==> config.mk <==
export PLATFORM = sky130hd
export DESIGN_NAME = fpu_fmul_sched
export DESIGN_NICKNAME = d
export VERILOG_FILES = /design/src/rtl/fpu_fmul_sched.sv
export SDC_FILE = /design/constraint.sdc
export NUM_CORES = 1
export LEC_CHECK = 0
export ABC_CLOCK_PERIOD_IN_PS = 2200
export BUFFER_PORTS_ARGS = -buffer_cell sky130_fd_sc_hd__buf_2
export CAP_MARGIN = 0
export CORE_AREA = 2 2 142 144
export CTS_CLUSTER_DIAMETER = 50
export DETAILED_ROUTE_END_ITERATION = 16
export DIE_AREA = 0 0 144 146
export PLACE_DENSITY_LB_ADDON = 0.3
export SYNTH_ARGS = -nofsm -noshare
export SYNTH_HDL_FRONTEND = slang
export SYNTH_SLANG_ARGS = --single-unit
==> constraint.sdc <==
create_clock -name clk -period 2.2 [get_ports clk]
set_clock_uncertainty 0.2 [all_clocks]
set_input_delay 0.11 -clock clk [delete_from_list [all_inputs] [get_ports clk]]
set_output_delay 0.11 -clock clk [all_outputs]
set_load 0.05 [all_outputs]
==> src/rtl/fpu_fmul_sched.sv <==
// fpu_fmul_sched: shares one FMUL datapath between scalar FPU issue (port 0)
// and the FIPR/FTRV vector sequencer (port 1). Round-robin arbitration with an
// atomic burst mode for port 1, per-port credit limit, tagged result routing
// and a sticky in-order return check.
module fpu_fmul_sched #(
  parameter int unsigned MAX_OUT = 8
) (
  input  logic        clk,
  input  logic        rst_n,
  input  logic        flush,
  input  logic        req0_valid,
  output logic        req0_ready,
  input  logic [35:0] req0_a,
  input  logic [35:0] req0_b,
  input  logic        req1_valid,
  output logic        req1_ready,
  input  logic [35:0] req1_a,
  input  logic [35:0] req1_b,
  input  logic [2:0]  req1_burst,
  output logic        m_valid,
  output logic [4:0]  m_tag,
  output logic [35:0] m_a,
  output logic [35:0] m_b,
  input  logic        m_r_valid,
  input  logic [4:0]  m_r_tag,
  input  logic [61:0] m_r_data,
  output logic        rsp0_valid,
  output logic        rsp1_valid,
  output logic [3:0]  rsp_tag,
  output logic [61:0] rsp_data,
  output logic        seq_err
);

  typedef enum logic {S_IDLE, S_BURST} state_e;

  state_e      state_q, state_d;
  logic [2:0]  beats_q, beats_d;
  logic        last_grant_q, last_grant_d;
  logic [3:0]  seq_q [2];
  logic [3:0]  seq_d [2];
  logic [3:0]  out_q [2];
  logic [3:0]  out_d [2];
  logic [3:0]  exp_q [2];
  logic [3:0]  exp_d [2];
  logic        seq_err_q, seq_err_d;

  logic        m_valid_q, m_valid_d;
  logic [4:0]  m_tag_q, m_tag_d;
  logic [35:0] m_a_q, m_a_d, m_b_q, m_b_d;
  logic [1:0]  rsp_valid_q, rsp_valid_d;
  logic [3:0]  rsp_tag_q, rsp_tag_d;
  logic [61:0] rsp_data_q, rsp_data_d;

  logic [1:0]  credit;
  logic [1:0]  grant;
  logic [1:0]  acc;

  // Grant selection: burst locks out port 0, otherwise round-robin among
  // requesters that still have credit; flush withholds all grants.
  always_comb begin
    credit[0] = (out_q[0] < 4'(MAX_OUT));
    credit[1] = (out_q[1] < 4'(MAX_OUT));
    grant     = '0;
    if (!flush) begin
      if (state_q == S_BURST) begin
        grant[1] = req1_valid & credit[1];
      end else if (req0_valid & credit[0] & req1_valid & credit[1]) begin
        grant[0] = last_grant_q;
        grant[1] = ~last_grant_q;
      end else begin
        grant[0] = req0_valid & credit[0];
        grant[1] = req1_valid & credit[1];
      end
    end
    req0_ready = grant[0];
    req1_ready = grant[1];
    acc        = {req1_valid & req1_ready, req0_valid & req0_ready};
  end

  // Burst FSM and round-robin pointer.
  always_comb begin
    state_d      = state_q;
    beats_d      = beats_q;
    last_grant_d = last_grant_q;
    if (acc[0]) last_grant_d = 1'b0;
    else if (acc[1]) last_grant_d = 1'b1;
    if (flush) begin
      state_d = S_IDLE;
      beats_d = '0;
    end else begin
      case (state_q)
        S_IDLE: begin
          if (acc[1] && (req1_burst >= 3'd2)) begin
            state_d = S_BURST;
            beats_d = req1_burst - 3'd1;
          end
        end
        S_BURST: begin
          if (acc[1]) begin
            beats_d = beats_q - 3'd1;
            if (beats_q == 3'd1) state_d = S_IDLE;
          end
        end
        default: state_d = S_IDLE;
      endcase
    end
  end

  // Issue register, per-port sequence/credit/order tracking, response register.
  always_comb begin
    m_valid_d   = |acc;
    m_tag_d     = m_tag_q;
    m_a_d       = m_a_q;
    m_b_d       = m_b_q;
    seq_err_d   = seq_err_q;
    rsp_valid_d = {m_r_valid & m_r_tag[4], m_r_valid & ~m_r_tag[4]};
    rsp_tag_d   = rsp_tag_q;
    rsp_data_d  = rsp_data_q;
    if (acc[0]) begin
      m_tag_d = {1'b0, seq_q[0]};
      m_a_d   = req0_a;
      m_b_d   = req0_b;
    end else if (acc[1]) begin
      m_tag_d = {1'b1, seq_q[1]};
      m_a_d   = req1_a;
      m_b_d   = req1_b;
    end
    if (m_r_valid) begin
      rsp_tag_d  = m_r_tag[3:0];
      rsp_data_d = m_r_data;
    end
    for (int unsigned k = 0; k < 2; k++) begin
      logic dec;
      dec      = m_r_valid & (m_r_tag[4] == 1'(k));
      seq_d[k] = seq_q[k] + {3'd0, acc[k]};
      exp_d[k] = exp_q[k] + {3'd0, dec};
      out_d[k] = out_q[k];
      // A simultaneous accept and result cancel; a stray result cannot
      // drive the count below zero.
      if (acc[k] && !dec) out_d[k] = out_q[k] + 4'd1;
      else if (dec && !acc[k] && (out_q[k] != '0)) out_d[k] = out_q[k] - 4'd1;
      if (dec && ((out_q[k] == '0) || (m_r_tag[3:0] != exp_q[k]))) seq_err_d = 1'b1;
    end
  end

  // State registers.
  always_ff @(posedge clk or negedge rst_n) begin
    if (!rst_n) begin
      state_q      <= S_IDLE;
      beats_q      <= '0;
      last_grant_q <= 1'b1;
      seq_err_q    <= 1'b0;
      m_valid_q    <= 1'b0;
      m_tag_q      <= '0;
      m_a_q        <= '0;
      m_b_q        <= '0;
      rsp_valid_q  <= '0;
      rsp_tag_q    <= '0;
      rsp_data_q   <= '0;
      for (int unsigned k = 0; k < 2; k++) begin
        seq_q[k] <= '0;
        out_q[k] <= '0;
        exp_q[k] <= '0;
      end
    end else begin
      state_q      <= state_d;
      beats_q      <= beats_d;
      last_grant_q <= last_grant_d;
      seq_err_q    <= seq_err_d;
      m_valid_q    <= m_valid_d;
      m_tag_q      <= m_tag_d;
      m_a_q        <= m_a_d;
      m_b_q        <= m_b_d;
      rsp_valid_q  <= rsp_valid_d;
      rsp_tag_q    <= rsp_tag_d;
      rsp_data_q   <= rsp_data_d;
      for (int unsigned k = 0; k < 2; k++) begin
        seq_q[k] <= seq_d[k];
        out_q[k] <= out_d[k];
        exp_q[k] <= exp_d[k];
      end
    end
  end

  assign m_valid    = m_valid_q;
  assign m_tag      = m_tag_q;
  assign m_a        = m_a_q;
  assign m_b        = m_b_q;
  assign rsp0_valid = rsp_valid_q[0];
  assign rsp1_valid = rsp_valid_q[1];
  assign rsp_tag    = rsp_tag_q;
  assign rsp_data   = rsp_data_q;
  assign seq_err    = seq_err_q;

endmodule

Yosys cells after proc, flatten, opt, wreduce, memory -nomap -nowiden

Index checks and enable logic that the tools add are counted.

Flip-flop bits (word level): 176
Input bits: 220
Output and inout port bits: 149
Word-level logic and storage cells: 98

Add/sub/neg operators: 10
Magnitude comparators: 3
Equality and inequality tests: 5
Muxes and demuxes: 27
Bitwise logic cells: 11
Reduce and logical (&&, ||, !) cells: 25

Operator list:

| kind                                                | count |
|---|---|
| two-way mux 36 bit                                  | 4 |
| adder 4 x 1 -> 4 bit                                | 4 |
| two-way mux 4 bit                                   | 4 |
| two-way mux 1 bit                                   | 10 |
| two-way mux 5 bit                                   | 2 |
| logical AND 1 bit                                   | 9 |
| two-way mux 3 bit                                   | 3 |
| adder 4 x 1 -> 4 bit, second input constant         | 2 |
| AND 1 bit                                           | 8 |
| logical NOT 4 bit                                   | 2 |
| less-than comparator 4 bit, second input constant   | 2 |
| != test 4 bit                                       | 2 |
| nonzero test 2 bit                                  | 4 |
| nonzero test 4 bit                                  | 2 |
| subtractor 4 x 1 -> 4 bit, second input constant    | 2 |
| case mux 3 bit (2 select lines)                     | 1 |
| subtractor 3 x 1 -> 3 bit, second input constant    | 2 |
| logical NOT 1 bit                                   | 4 |
| two-way mux 2 bit                                   | 2 |
| equality test 3 x 1 -> 1 bit, second input constant | 1 |
| >= comparator 3 x 2 -> 1 bit, second input constant | 1 |
| != test 3 x 2 -> 1 bit, second input constant       | 1 |
| != test 3 bit, second input constant                | 1 |
| inverter 1 bit                                      | 3 |
| 4 further kinds                                     | 5 |

Depth between registers and ports, before layout

Gate-level depths: netlist of run 1.

Depth after elaboration: 13
Depth in mapped cells: 9
Gate-level depth less buffers: 8

Worst setup path before layout of run 1

No wires, ideal clock.

Path type: register -> register
Start: reg state_q
End: reg out_q[7] (netlist bit)
Library setup time: 0.080 ns
Arrival: 2.026 ns
Data required time: 1.920 ns
Path slack: -0.105 ns
Stages on the path, launching flop included: 10
Path buffers: 1
Clock period less this slack: 2.305 ns
Path through: dfrtp_1 -> buf_2 -> nor4b_4 -> and3_1 -> inv_1 -> ha_1 -> a21o_1 -> a21oi_1 -> mux2i_1 -> xnor2_1

Word-level cells in the longest chain between the ends: 7
Elaborated cells between the ends (all ways): 9
Classes of those cells: 3 x mux; 1 x bitwise; 5 x reduce/logical

RTL lines:

| item                            | line | RTL |
|---|---|---|
| from (decl)                     | 36   | `state_e state_q, state_d;` |
| from (signal assigned)          | 166  | `state_q <= state_d;` |
| two-way mux 1 bit (*)           | 65   | `if (state_q == S_BURST) begin` |
| two-way mux 2 bit (*)           | 64   | `if (!flush) begin` |
| AND 1 bit (*)                   | 77   | `acc = {req1_valid & req1_ready, req0_valid & req0_ready};` |
| logical NOT 1 bit               | 141  | `else if (dec && !acc[k] && (out_q[k] != '0)) out_d[k] = out_q[k] - 4'd1;` |
| logical AND 1 bit (2 in series) | 141  |  |
| nonzero test 2 bit (no line)    | -    |  |
| to (signal, indexed assignment) | 179  | `out_q[k] <= out_d[k];` |
| to (decl)                       | 41   | `logic [3:0] out_q [2];` |

Mark *: on every way between the ends. The rest lies on a longest branch, timed or not.
A chain may end at the register's enable or synchronous reset.

Worst setup path after layout of run 1

Start: reg out_q[7] (netlist bit)
End: reg m_a_q[16] (netlist: m_a[16])

Word-level cells in the longest chain between the ends: 9
Elaborated cells between the ends (all ways): 12
Classes of those cells: 1 x order compare; 5 x mux; 5 x bitwise; 1 x reduce/logical

RTL lines:

| item                                                            | line   | RTL |
|---|---|---|
| less-than comparator 4 bit (*)                                  | 61     | `credit[0] = (out_q[0] < 4'(MAX_OUT));` |
| AND 1 bit (*)                                                   | 67, 71 |  |
| AND 1 bit (2 in series)                                         | 67     | `end else if (req0_valid & credit[0] & req1_valid & credit[1]) begin` |
| two-way mux 2 bit (*)                                           | 67     |  |
| two-way mux 1 bit                                               | 65     |  |
| two-way mux 2 bit (*)                                           | 64     |  |
| AND 1 bit                                                       | 77     |  |
| two-way mux 36 bit / nonzero test 2 bit (equally long branches) | -      |  |
| to (signal assigned)                                            | 172    | `m_a_q <= m_a_d;` |
| to (decl)                                                       | 49     | `logic [35:0] m_a_q, m_a_d, m_b_q, m_b_d;` |

Marked as above.

==> run_summary.xml, run 1 <==
<?xml version="1.0" encoding="UTF-8"?>
<metrics>
  <group name="global_route">
    <metric name="grt_start_max_net_pins" unit="">68</metric>
    <metric name="grt_first_pass_wirelength" unit="um">42300</metric>
    <metric name="grt_pass1_vias" unit="">8260</metric>
    <metric name="grt.total_usage" unit="%">25.6</metric>
    <metric name="gr-total-overflow" unit="">0</metric>
    <metric name="antenna_found_initial" unit="">2</metric>
  </group>
  <group name="worst_setup_path">
    <metric name="setup.worst_path.end_class" unit="">flop</metric>
    <metric name="crit_path_arrival_time" unit="ps">2490</metric>
    <metric name="cp_data_required_time" unit="ps">2270</metric>
    <metric name="crit_type" unit="">flop to flop</metric>
    <metric name="worstPathMaxFanout" unit="">30</metric>
    <metric name="start_kind" unit="">flop</metric>
  </group>
  <group name="power">
    <metric name="share_seq_of_total_power" unit="%">31.4</metric>
    <metric name="p_int" unit="W">0.00866</metric>
    <metric name="switchingPower" unit="W">0.00775</metric>
    <metric name="power.clock.fraction" unit="%">18.1</metric>
    <metric name="p_leak" unit="nW">6.34</metric>
    <metric name="combinational_share_of_power" unit="%">50.5</metric>
    <metric name="cellPowerDensity" unit="nW/um^2">1200</metric>
    <metric name="peakVddDrop" unit="uV">694</metric>
    <metric name="p_sw_share" unit="%">47.2</metric>
  </group>
  <group name="clock_network">
    <metric name="htreeDepth" unit="">4</metric>
    <metric name="numClockSinks" unit="">176</metric>
    <metric name="clkLatencyLatePin" unit="ps">420</metric>
    <metric name="cts.root.buffer_cell" unit="">sky130_fd_sc_hd__clkbuf_16</metric>
    <metric name="tritoncts" unit="">built</metric>
    <metric name="cts-root-to-sink-buffers" unit="">2</metric>
    <metric name="cts.reportedPaths.clkPinSlew" unit="ps">80</metric>
    <metric name="cts_made_buffers" unit="">17</metric>
  </group>
  <group name="sta">
    <metric name="hold_violations" unit="">0</metric>
    <metric name="period_minus_slack" unit="ps">2420</metric>
    <metric name="final_critical_path_share_of_the_clock_period" unit="%">110</metric>
    <metric name="finalSetupViolations" unit="">24</metric>
    <metric name="timing_worst_slew_pin_value" unit="ps">838</metric>
    <metric name="finalHoldWorstSlack" unit="ps">29.5</metric>
    <metric name="remaining_max_slew_budget_at_the_tightest_pin" unit="%">44.1</metric>
    <metric name="rsz0062_at_grt" unit="">true</metric>
    <metric name="achievable-frequency" unit="GHz">0.413</metric>
    <metric name="drv_slew" unit="">0</metric>
    <metric name="finalWorstSetupSlack" unit="ps">-222</metric>
  </group>
  <group name="floorplan">
    <metric name="full_die_area" unit="um^2">21000</metric>
    <metric name="initial_core_util" unit="%">39.4</metric>
    <metric name="floorplan.die.width" unit="um">144</metric>
    <metric name="coreArea" unit="um^2">19300</metric>
    <metric name="num_io_pins" unit="">369</metric>
    <metric name="dieHeight" unit="um">146</metric>
    <metric name="core.rowCount" unit="">51</metric>
  </group>
  <group name="routing">
    <metric name="route.detailed.vias_per_inst" unit="">5.14</metric>
    <metric name="routed_wire_per_std_cell" unit="um">19.2</metric>
    <metric name="postRouteWirelength" unit="um">30900</metric>
    <metric name="detailedRoute.firstPassIterationCount" unit="">6</metric>
    <metric name="detail-route-antenna-nets" unit="">0</metric>
    <metric name="drt-initial-drc-count" unit="">478</metric>
    <metric name="remaining_drc_errors" unit="">0</metric>
    <metric name="routed-via-count" unit="">8263</metric>
  </group>
  <group name="final_layout">
    <metric name="drive_above_1_share" unit="%">44.1</metric>
    <metric name="finish.cell_count_without_fillers" unit="">1608</metric>
    <metric name="nets" unit="">1565</metric>
    <metric name="layout.filler_cells" unit="">1287</metric>
    <metric name="syn_to_final_growth" unit="%">78.8</metric>
    <metric name="final_core_util" unit="%">70.5</metric>
  </group>
  <group name="synth">
    <metric name="yosysSeqAreaShare" unit="%">57.8</metric>
    <metric name="synth_seq_cells" unit="">176</metric>
    <metric name="synthesis.instances" unit="">707</metric>
    <metric name="avgSynthCellArea" unit="um^2">10.8</metric>
    <metric name="yosysWarningCount" unit="">0</metric>
    <metric name="dominantRegCellSynth" unit="">sky130_fd_sc_hd__dfrtp_1</metric>
    <metric name="total_standard_cell_area_after_synthesis" unit="um^2">7630</metric>
    <metric name="yosysUniqueCellTypes" unit="">40</metric>
    <metric name="synth-edff-count" unit="">0</metric>
    <metric name="mappedNetlistNets" unit="">944</metric>
    <metric name="synth-async-reset-ratio" unit="%">100</metric>
  </group>
  <group name="outcome">
    <metric name="outcome" unit="">finished, violations left</metric>
    <metric name="failed_checks" unit="">negative setup slack</metric>
  </group>
  <group name="placed_design">
    <metric name="post-dp-hpwl" unit="um">16800</metric>
    <metric name="io_buffer_count" unit="">368</metric>
    <metric name="placed_cells" unit="">1332</metric>
    <metric name="last_weighted_congestion_value_of_the_routability_driven_placer" unit="">0.887</metric>
  </group>
  <group name="run">
    <metric name="max_cap_viol_count" unit="">0</metric>
  </group>
  <group name="hold_path">
    <metric name="min-delay-path-class" unit="">primary input to asynchronous set/reset pin</metric>
  </group>
</metrics>
-- layout by cell type (no fill, tap or decap), drive strengths merged, types with 2 or more instances in the layout --
master / Yosys / routed
clkinv: 0 / 5
or4: 2 / 2
dfrtp: 175 / 175
o21ai: 3 / 3
mux2i: 4 / 4
buf: 35 / 418
xnor2: 8 / 8
clkinvlp: 0 / 3
or3b: 2 / 2
a31oi: 76 / 76
ha: 15 / 15
fa: 2 / 2
nand2b: 2 / 2
diode: 0 / 2
nand2: 156 / 156
mux2: 71 / 71
nor2: 86 / 86
dlygate4sd3: 0 / 218
a21o: 2 / 2
nand3: 4 / 4
and3: 2 / 2
xor2: 14 / 14
a21oi: 5 / 5
nor4b: 2 / 2
inv: 13 / 19
clkbuf: 8 / 27
a211oi: 3 / 3
nor3: 4 / 4
nor4: 4 / 4
-- synthesized netlist by cell type (all sizes together) (2+ instances only) --
library cell	instances	share of area, %
clkbuf	8	0.39
a211oi	3	0.30
xnor2	8	0.92
dfrtp	175	57
inv	13	0.64
nor3	4	0.26
fa	2	0.52
mux2	71	10
o21ai	3	0.20
ha	15	2.5
nand2	156	7.7
and3	2	0.16
mux2i	4	0.52
a21o	2	0.20
or3b	2	0.23
buf	35	2.3
nand3	4	0.26
nor4	4	0.33
a31oi	76	6.2
a21oi	5	0.48
xor2	14	1.6
nor2	86	4.2
nor4b	2	0.43
or4	2	0.20
nand2b	2	0.16
-- kinds of logic (layout without fill, tap and decap cells) --
family,Yosys count,in the layout,synth area share (%)
other,0,2,0
xor gates and xnor gates,22,22,2.53
and+or+nand+nor,268,268,14.5
adders and majority gates,17,17,2.99
AOI/OAI and AO/OA,93,93,7.87
DFF,176,176,57.8
muxes,75,75,11.0
buffers and inverters,56,690,3.36
-- critical path, cell delays in order, from the launching register on --
cell and delay [ps]:
sky130_fd_sc_hd__dfrtp_2 440, sky130_fd_sc_hd__buf_6 130, sky130_fd_sc_hd__buf_6 120, sky130_fd_sc_hd__or3b_4 380, sky130_fd_sc_hd__a21oi_4 220, sky130_fd_sc_hd__buf_12 150
sky130_fd_sc_hd__buf_12 170, sky130_fd_sc_hd__nor2_1 60, sky130_fd_sc_hd__a31oi_1 390
-- sequential cells by signal (all words and copies together), names as in the netlist, 3 cells and up --
name and cells:
exp_q 8, seq_q 8, out_q 8, m_a 36, rsp_tag 4, m_tag 5
rsp_data 62, beats_q 3, m_b 36
-- through the flow --
stage | worst slack (ps) | TNS (ps) | cell area, um^2 | total power [W]
floorplan | 1.63 | 0 | 7640 | 0.00984
global placement | 31.4 | 0 | 9980 | 0.0117
detailed placement | 8.50 | 0 | 9980 | 0.0118
CTS | -8.53 | -14.4 | 12800 | 0.0152
global route | -296 | -2860 | 13600 | 0.0172
finish | -222 | -797 | 13600 | 0.0164
-- path summary, 6_finish.rpt --
check	start	end	slack (ps)	depth (start not counted)
max	out_q[7]	m_a[16]	-220	8
min	rst_n	m_a[26]	30	2
max reg2reg	out_q[7]	m_a[16]	-220	8
min reg2reg	seq_q[3]	seq_q[3]	290	1
max in group asynchronous	rst_n	m_a[0]	1020	3
min in group clk	req1_burst[1]	beats_q[1]	40	6
-- power by group through the flow --
stage / clock, W / sequential [W] / combinational (W)
after floorplan: 0 / 0.00791 / 0.00193
after global placement: 0 / 0.00500 / 0.00670
after detailed placement: 0 / 0.00505 / 0.00678
after CTS: 0.00304 / 0.00499 / 0.00718
after global routing: 0.00317 / 0.00527 / 0.00871
final: 0.00297 / 0.00516 / 0.00828
-- timing repair --
| action | 4_1_cts | 5_1_grt |
|---|---|---|
| resized for setup | 9 | 84 |
| cloned | 0 | 10 |
| hold buffers | 218 | 0 |
| setup endpoints to repair | 3 | 69 |
| pin swaps | 6 | 9 |
| setup buffers | 2 | 15 |
| hold endpoints to repair | 315 | 0 |
-- layer usage --
layer	GRT usage [%]	wire length (um)	vias to the layer above
li1	-	-	3665
met4	14.1	1580	0
met3	5.33	2490	145
met5	0	0	-
met2	44.9	15800	477
met1	28.8	11100	3976
-- layout make-up --
class	instances	area, um^2	share of cell area, %
timing repair buffer	645	4870	35.8
sequential	176	4410	32.3
multi-input combinational	475	3370	24.8
clock buffer	18	439	3.22
tap	265	332	2.43
clock inverter	14	146	1.07
inverter	13	56.3	0.413
antenna	2	5.00	0.0367
Power figures use the tool's default switching activity.
==> inputs of run 2 (changes only) <==
==> constraint.sdc (replaced) <==
create_clock -name clk -period 2.2 [get_ports clk]
set_clock_uncertainty 0.2 [all_clocks]
set_input_delay 0.22 -clock clk [delete_from_list [all_inputs] [get_ports clk]]
set_output_delay 0.22 -clock clk [all_outputs]
set_load 0.05 [all_outputs]
==> run_summary.xml, run 2 (same netlist as run 1, synthesis figures left out) <==
<?xml version="1.0" encoding="UTF-8"?>
<metrics>
  <group name="worst_setup_path">
    <metric name="setup.worst_path.end_class" unit="">flop</metric>
    <metric name="crit_path_arrival_time" unit="ps">2530</metric>
    <metric name="worstPathMaxFanout" unit="">7</metric>
    <metric name="crit_type" unit="">flop to flop</metric>
    <metric name="start_kind" unit="">flop</metric>
    <metric name="cp_data_required_time" unit="ps">2300</metric>
  </group>
  <group name="clock_network">
    <metric name="tritoncts" unit="">built</metric>
    <metric name="cts.reportedPaths.clkPinSlew" unit="ps">80</metric>
    <metric name="htreeDepth" unit="">4</metric>
    <metric name="cts.root.buffer_cell" unit="">sky130_fd_sc_hd__clkbuf_16</metric>
    <metric name="cts_made_buffers" unit="">17</metric>
    <metric name="clkLatencyLatePin" unit="ps">430</metric>
    <metric name="numClockSinks" unit="">176</metric>
    <metric name="cts-root-to-sink-buffers" unit="">2</metric>
  </group>
  <group name="final_layout">
    <metric name="drive_above_1_share" unit="%">43.0</metric>
    <metric name="final_core_util" unit="%">69.9</metric>
    <metric name="flip_flop_count_of_the_largest_register_after_layout" unit="">62</metric>
    <metric name="nets" unit="">1561</metric>
    <metric name="commonest_cells_after_routing_fill_and_taps_aside" unit="">sky130_fd_sc_hd__buf_2, sky130_fd_sc_hd__dlygate4sd3_1, sky130_fd_sc_hd__dfrtp_1</metric>
    <metric name="num_antenna_cells" unit="">0</metric>
    <metric name="finish.cell_count_without_fillers" unit="">1602</metric>
    <metric name="layout.filler_cells" unit="">1252</metric>
    <metric name="syn_to_final_growth" unit="%">77.1</metric>
    <metric name="final_common_cell" unit="">sky130_fd_sc_hd__buf_2</metric>
  </group>
  <group name="placed_design">
    <metric name="placed_cells" unit="">1334</metric>
    <metric name="post-dp-hpwl" unit="um">16900</metric>
    <metric name="last_weighted_congestion_value_of_the_routability_driven_placer" unit="">0.877</metric>
    <metric name="io_buffer_count" unit="">368</metric>
  </group>
  <group name="sta">
    <metric name="achievable-frequency" unit="GHz">0.410</metric>
    <metric name="period_minus_slack" unit="ps">2440</metric>
    <metric name="hold_violations" unit="">0</metric>
    <metric name="remaining_max_slew_budget_at_the_tightest_pin" unit="%">42.6</metric>
    <metric name="final_critical_path_share_of_the_clock_period" unit="%">111</metric>
    <metric name="rsz0062_at_grt" unit="">true</metric>
    <metric name="timing_worst_slew_pin_value" unit="ps">861</metric>
    <metric name="finalHoldWorstSlack" unit="ps">38.2</metric>
    <metric name="drv_slew" unit="">0</metric>
    <metric name="finalSetupViolations" unit="">12</metric>
    <metric name="finalWorstSetupSlack" unit="ps">-237</metric>
  </group>
  <group name="floorplan">
    <metric name="coreArea" unit="um^2">19300</metric>
    <metric name="initial_core_util" unit="%">39.4</metric>
    <metric name="full_die_area" unit="um^2">21000</metric>
    <metric name="dieHeight" unit="um">146</metric>
    <metric name="floorplan.die.width" unit="um">144</metric>
    <metric name="num_io_pins" unit="">369</metric>
    <metric name="core.rowCount" unit="">51</metric>
  </group>
  <group name="routing">
    <metric name="drt-initial-drc-count" unit="">554</metric>
    <metric name="routed_wire_per_std_cell" unit="um">19.4</metric>
    <metric name="detailedRoute.firstPassIterationCount" unit="">7</metric>
    <metric name="remaining_drc_errors" unit="">0</metric>
    <metric name="routed-via-count" unit="">8291</metric>
    <metric name="route.detailed.vias_per_inst" unit="">5.18</metric>
    <metric name="detail-route-antenna-nets" unit="">0</metric>
    <metric name="postRouteWirelength" unit="um">31000</metric>
  </group>
  <group name="global_route">
    <metric name="global_route.usage.met2" unit="%">45.1</metric>
    <metric name="busiest_layer" unit="">met2</metric>
    <metric name="grt.total_usage" unit="%">26.4</metric>
    <metric name="grt_pass1_vias" unit="">8296</metric>
    <metric name="grtUsageMet1" unit="%">28.8</metric>
    <metric name="gr-total-overflow" unit="">0</metric>
    <metric name="grt_start_max_net_pins" unit="">73</metric>
    <metric name="antenna_found_initial" unit="">0</metric>
    <metric name="gr-usage-met3" unit="%">7.21</metric>
    <metric name="grt_first_pass_wirelength" unit="um">43000</metric>
  </group>
  <group name="power">
    <metric name="peakVddDrop" unit="uV">735</metric>
    <metric name="cellPowerDensity" unit="nW/um^2">1220</metric>
    <metric name="p_int" unit="W">0.00878</metric>
    <metric name="power.clock.fraction" unit="%">19.2</metric>
    <metric name="p_leak" unit="nW">6.33</metric>
    <metric name="switchingPower" unit="W">0.00767</metric>
    <metric name="combinational_share_of_power" unit="%">49.2</metric>
    <metric name="share_seq_of_total_power" unit="%">31.6</metric>
    <metric name="p_sw_share" unit="%">46.6</metric>
  </group>
  <group name="outcome">
    <metric name="outcome" unit="">finished, violations left</metric>
    <metric name="failed_checks" unit="">negative setup slack</metric>
  </group>
  <group name="hold_path">
    <metric name="min-delay-path-class" unit="">primary input to flop</metric>
  </group>
  <group name="run">
    <metric name="max_cap_viol_count" unit="">0</metric>
  </group>
</metrics>
==> run 2: final timing paths <==
path,from,slack (ps),end,cells after the start
worst max-delay path,out_q[7],-240,m_a[17],9
max in group asynchronous,rst_n,1030,last_grant_q,3
worst min register to register,seq_q[3],280,seq_q[3],1
worst min-delay path,flush,40,last_grant_q,5
min in group asynchronous,rst_n,130,m_a[23],2
worst max register to register,out_q[7],-240,m_a[17],9
==> run 2: critical path: stages, from the launching register on <==
cell	delay, ps
sky130_fd_sc_hd__dfrtp_2	430
sky130_fd_sc_hd__buf_6	130
sky130_fd_sc_hd__buf_6	110
sky130_fd_sc_hd__or3b_4	370
sky130_fd_sc_hd__a21oi_4	190
sky130_fd_sc_hd__buf_12	150
sky130_fd_sc_hd__buf_12	150
sky130_fd_sc_hd__buf_16	160
sky130_fd_sc_hd__nor2_2	40
sky130_fd_sc_hd__a31oi_2	360
==> run 2: power by group through the flow <==
stage / Sequential [W] / Clock [W] / Combinational [W]
2_1_floorplan: 0.00791 / 0 / 0.00193
3_3_place_gp: 0.00502 / 0 / 0.00671
3_5_place_dp: 0.00504 / 0 / 0.00679
4_1_cts: 0.00500 / 0.00320 / 0.00715
5_1_grt: 0.00533 / 0.00334 / 0.00851
6_report: 0.00520 / 0.00316 / 0.00809
==> run 2: through the flow <==
step                      total power, W  area, um^2  setup slack, ps  setup TNS (ps)
final                             0.0165       13500             -237            -543
after global routing              0.0172       13500             -303           -2080
after CTS                         0.0153       12900             7.08               0
after detailed placement          0.0118       10100            -24.1           -57.5
after global placement            0.0117       10100            -15.4           -15.4
after floorplan                  0.00984        7640            -11.6           -11.6
==> run 2: per-layer routing <==
| metal | vias up | share of wire, % |
|---|---|---|
| li1 | 3654 | - |
| met1 | 3952 | 35 |
| met2 | 503 | 49 |
| met3 | 180 | 8.8 |
| met4 | 2 | 6.7 |
| met5 | - | 0.11 |
==> run 2: cell type report <==
type | count | area, um^2 | area share (%)
inverters | 13 | 63.8 | 0.472
repair buffers | 641 | 4860 | 36.0
multi-input cells | 475 | 3230 | 23.9
flip-flops and latches | 176 | 4410 | 32.6
clock inverters | 14 | 170 | 1.26
clock buffers | 18 | 439 | 3.25
well taps | 265 | 332 | 2.46
==> run 2: what timing repair did <==
action / 4_1_cts / 5_1_grt
pin swaps: 7 / 7
setup buffers: 0 / 9
hold buffers: 217 / 0
setup endpoints to repair: 4 / 67
gates resized for setup: 9 / 68
gates cloned: 0 / 10
hold endpoints to repair: 319 / 0
==> inputs of run 3 (changes only) <==
Settings changed: ABC_CLOCK_PERIOD_IN_PS 2200 to 2600.
Clock period 2.2 ns to 2.6 ns, I/O delays scaled along.
==> run_summary.xml, run 3 (same netlist as run 1, synthesis figures left out) <==
<?xml version="1.0" encoding="UTF-8"?>
<metrics>
  <group name="worst_setup_path">
    <metric name="crit_type" unit="">primary input to flop</metric>
    <metric name="timing.critical_path.cells" unit="">dlygate4sd3_1, buf_2, nor4b_4, and3_1, inv_1, ha_1, a21o_1, a21oi_1, mux2i_1, xnor2_1</metric>
    <metric name="cp_data_required_time" unit="ps">2740</metric>
    <metric name="start_kind" unit="">primary input</metric>
    <metric name="reg2reg_to" unit="">out_q[7]</metric>
    <metric name="crit_path_arrival_time" unit="ps">2600</metric>
    <metric name="timing.reg2reg.worst_path_depth" unit="">8</metric>
    <metric name="critical_path.max_stage_delay" unit="ps">540</metric>
    <metric name="critical_path_s_slowest_cell" unit="">sky130_fd_sc_hd__dlygate4sd3_1</metric>
    <metric name="setup.worst_path.end_class" unit="">flop</metric>
    <metric name="crit-reg2reg-launch" unit="">out_q[3]</metric>
    <metric name="worst-r2r-setup-slack" unit="ps">170</metric>
    <metric name="worstPathMaxFanout" unit="">9</metric>
  </group>
  <group name="floorplan">
    <metric name="core.rowCount" unit="">51</metric>
    <metric name="initial_core_util" unit="%">39.4</metric>
    <metric name="full_die_area" unit="um^2">21000</metric>
    <metric name="coreArea" unit="um^2">19300</metric>
    <metric name="floorplan.die.width" unit="um">144</metric>
    <metric name="num_io_pins" unit="">369</metric>
    <metric name="dieHeight" unit="um">146</metric>
  </group>
  <group name="global_route">
    <metric name="grt_start_max_net_pins" unit="">77</metric>
    <metric name="grt.total_usage" unit="%">25.1</metric>
    <metric name="gr-total-overflow" unit="">0</metric>
    <metric name="antenna_found_initial" unit="">6</metric>
    <metric name="grt_pass1_vias" unit="">8196</metric>
    <metric name="grt_first_pass_wirelength" unit="um">41300</metric>
  </group>
  <group name="sta">
    <metric name="achievable-frequency" unit="GHz">0.407</metric>
    <metric name="hold_violations" unit="">0</metric>
    <metric name="final_critical_path_share_of_the_clock_period" unit="%">94.5</metric>
    <metric name="rsz0062_at_grt" unit="">false</metric>
    <metric name="finalWorstSetupSlack" unit="ps">142</metric>
    <metric name="period_minus_slack" unit="ps">2460</metric>
    <metric name="sum_of_negative_setup_slack" unit="ps">0</metric>
    <metric name="timing_worst_slew_pin_value" unit="ps">755</metric>
    <metric name="finalSetupViolations" unit="">0</metric>
    <metric name="remaining_max_slew_budget_at_the_tightest_pin" unit="%">49.7</metric>
    <metric name="drv_slew" unit="">0</metric>
  </group>
  <group name="power">
    <metric name="p_leak" unit="nW">5.99</metric>
    <metric name="share_seq_of_total_power" unit="%">33.5</metric>
    <metric name="cellPowerDensity" unit="nW/um^2">1020</metric>
    <metric name="switchingPower" unit="W">0.00591</metric>
    <metric name="p_sw_share" unit="%">46.3</metric>
    <metric name="combinational_share_of_power" unit="%">46.4</metric>
    <metric name="peakVddDrop" unit="uV">529</metric>
    <metric name="p_int" unit="W">0.00687</metric>
    <metric name="power.clock.fraction" unit="%">20.1</metric>
  </group>
  <group name="final_layout">
    <metric name="nets" unit="">1521</metric>
    <metric name="drive_above_1_share" unit="%">38.1</metric>
    <metric name="flip_flop_count_of_the_largest_register_after_layout" unit="">62</metric>
    <metric name="layout.filler_cells" unit="">1435</metric>
    <metric name="syn_to_final_growth" unit="%">65.0</metric>
    <metric name="final_common_cell" unit="">sky130_fd_sc_hd__buf_2</metric>
    <metric name="commonest_cells_after_routing_fill_and_taps_aside" unit="">sky130_fd_sc_hd__buf_2, sky130_fd_sc_hd__dlygate4sd3_1, sky130_fd_sc_hd__dfrtp_1</metric>
  </group>
  <group name="placed_design">
    <metric name="post-place-ws" unit="ps">182</metric>
    <metric name="post-dp-hpwl" unit="um">15800</metric>
    <metric name="io_buffer_count" unit="">368</metric>
    <metric name="last_weighted_congestion_value_of_the_routability_driven_placer" unit="">0.783</metric>
  </group>
  <group name="routing">
    <metric name="remaining_drc_errors" unit="">0</metric>
    <metric name="detailedRoute.firstPassIterationCount" unit="">6</metric>
    <metric name="postRouteWirelength" unit="um">26200</metric>
    <metric name="route.detailed.vias_per_inst" unit="">4.94</metric>
    <metric name="detail-route-antenna-nets" unit="">0</metric>
    <metric name="routed_wire_per_std_cell" unit="um">16.7</metric>
    <metric name="routed-via-count" unit="">7750</metric>
    <metric name="drt-initial-drc-count" unit="">345</metric>
  </group>
  <group name="hold_path">
    <metric name="min-delay-path-class" unit="">primary input to flop</metric>
    <metric name="hold-path-cell-count" unit="">4</metric>
    <metric name="hold_path_startpoint" unit="">req1_burst[0]</metric>
    <metric name="worst_hold_path.endpoint" unit="">beats_q[0]</metric>
  </group>
  <group name="outcome">
    <metric name="outcome" unit="">finished clean</metric>
  </group>
  <group name="clock_network">
    <metric name="tritoncts" unit="">built</metric>
    <metric name="htreeDepth" unit="">4</metric>
    <metric name="cts_made_buffers" unit="">17</metric>
    <metric name="clkLatencyLatePin" unit="ps">420</metric>
    <metric name="cts.root.buffer_cell" unit="">sky130_fd_sc_hd__clkbuf_16</metric>
    <metric name="cts.reportedPaths.clkPinSlew" unit="ps">60</metric>
    <metric name="cts-root-to-sink-buffers" unit="">2</metric>
    <metric name="numClockSinks" unit="">176</metric>
    <metric name="cts.repair.resized" unit="">0</metric>
  </group>
  <group name="run">
    <metric name="max_cap_viol_count" unit="">0</metric>
  </group>
</metrics>
-- run 3: changes by cell type in the layout (fill, tap and decap cells not counted), sizes merged --
cell,delta
diode,+6
clkbuf,-9
inv,-2
clkinvlp,-2
dlygate4sd3,-4
buf,-25
clkinv,+2
-- run 3: metal layers --
layer	up-vias	share of wire (%)	track usage, %
met5	-	0	0
met2	382	49	41.5
li1	3567	-	-
met4	0	5.2	14.2
met3	125	8.5	8.92
met1	3676	37	28.0
-- run 3: metrics by stage --
| stage | cell area, um^2 | util [%] | total power [W] | std cells | hold slack [ps] |
|---|---|---|---|---|---|
| 2_1_floorplan | 7630 | - | 0.00831 | 707 | -236 |
| 5_1_grt | 12600 | 65.1 | 0.0134 | 1566 | 70.6 |
| 3_5_place_dp | 9850 | 50.9 | 0.00985 | 1317 | 100 |
| 3_3_place_gp | 9850 | 50.9 | 0.00973 | 1317 | 100 |
| 6_report | 12600 | 65.1 | 0.0128 | 1568 | 59.6 |
| 4_1_cts | 12600 | 65.0 | 0.0127 | 1562 | 35.3 |
-- run 3: how the worst max path moves through the flow --
stage	startpoint	endpoint	slack (ps)	depth (start not counted)
floorplan	state_q	out_q[7]	290	9
global route	flush	out_q[7]	40	10
detailed placement	out_q[3]	out_q[7]	180	8
finish	flush	out_q[7]	140	10
global placement	out_q[3]	out_q[7]	210	8
CTS	flush	req0_ready	140	6
-- run 3: power by group through the flow --
stage	logic, W	registers, W	clock network, W
detailed placement	0.00557	0.00428	0
finish	0.00593	0.00428	0.00257
global route	0.00632	0.00438	0.00275
CTS	0.00584	0.00423	0.00264
global placement	0.00551	0.00422	0
floorplan	0.00162	0.00669	0
-- run 3: final cells by class --
| cell class | instances | area [um^2] | share of cell area, % |
|---|---|---|---|
| Inverter | 13 | 48.8 | 0.388 |
| Timing Repair Buffer | 601 | 4230 | 33.6 |
| Clock buffer | 20 | 437 | 3.47 |
| Tap cell | 265 | 332 | 2.63 |
| Sequential cell | 176 | 4410 | 35.0 |
| Clock inverter | 12 | 150 | 1.19 |
| Antenna cell | 6 | 15.0 | 0.119 |
| Multi-Input combinational cell | 475 | 2970 | 23.6 |
-- run 3: what timing repair did --
item                      CTS  global route
buffers inserted            0             0
hold buffers              213             0
hold endpoints to repair  201             0
-- run 3: worst max-delay path: cells and delay by family --
| kind | cells | cell delay [ps] |
|---|---|---|
| buffers and inverters | 3 | 830 |
| and+or+nand+nor | 2 | 530 |
| AOI/OAI and AO/OA | 2 | 340 |
| adders and majority gates | 1 | 280 |
| muxes | 1 | 230 |
| xor gates and xnor gates | 1 | 130 |
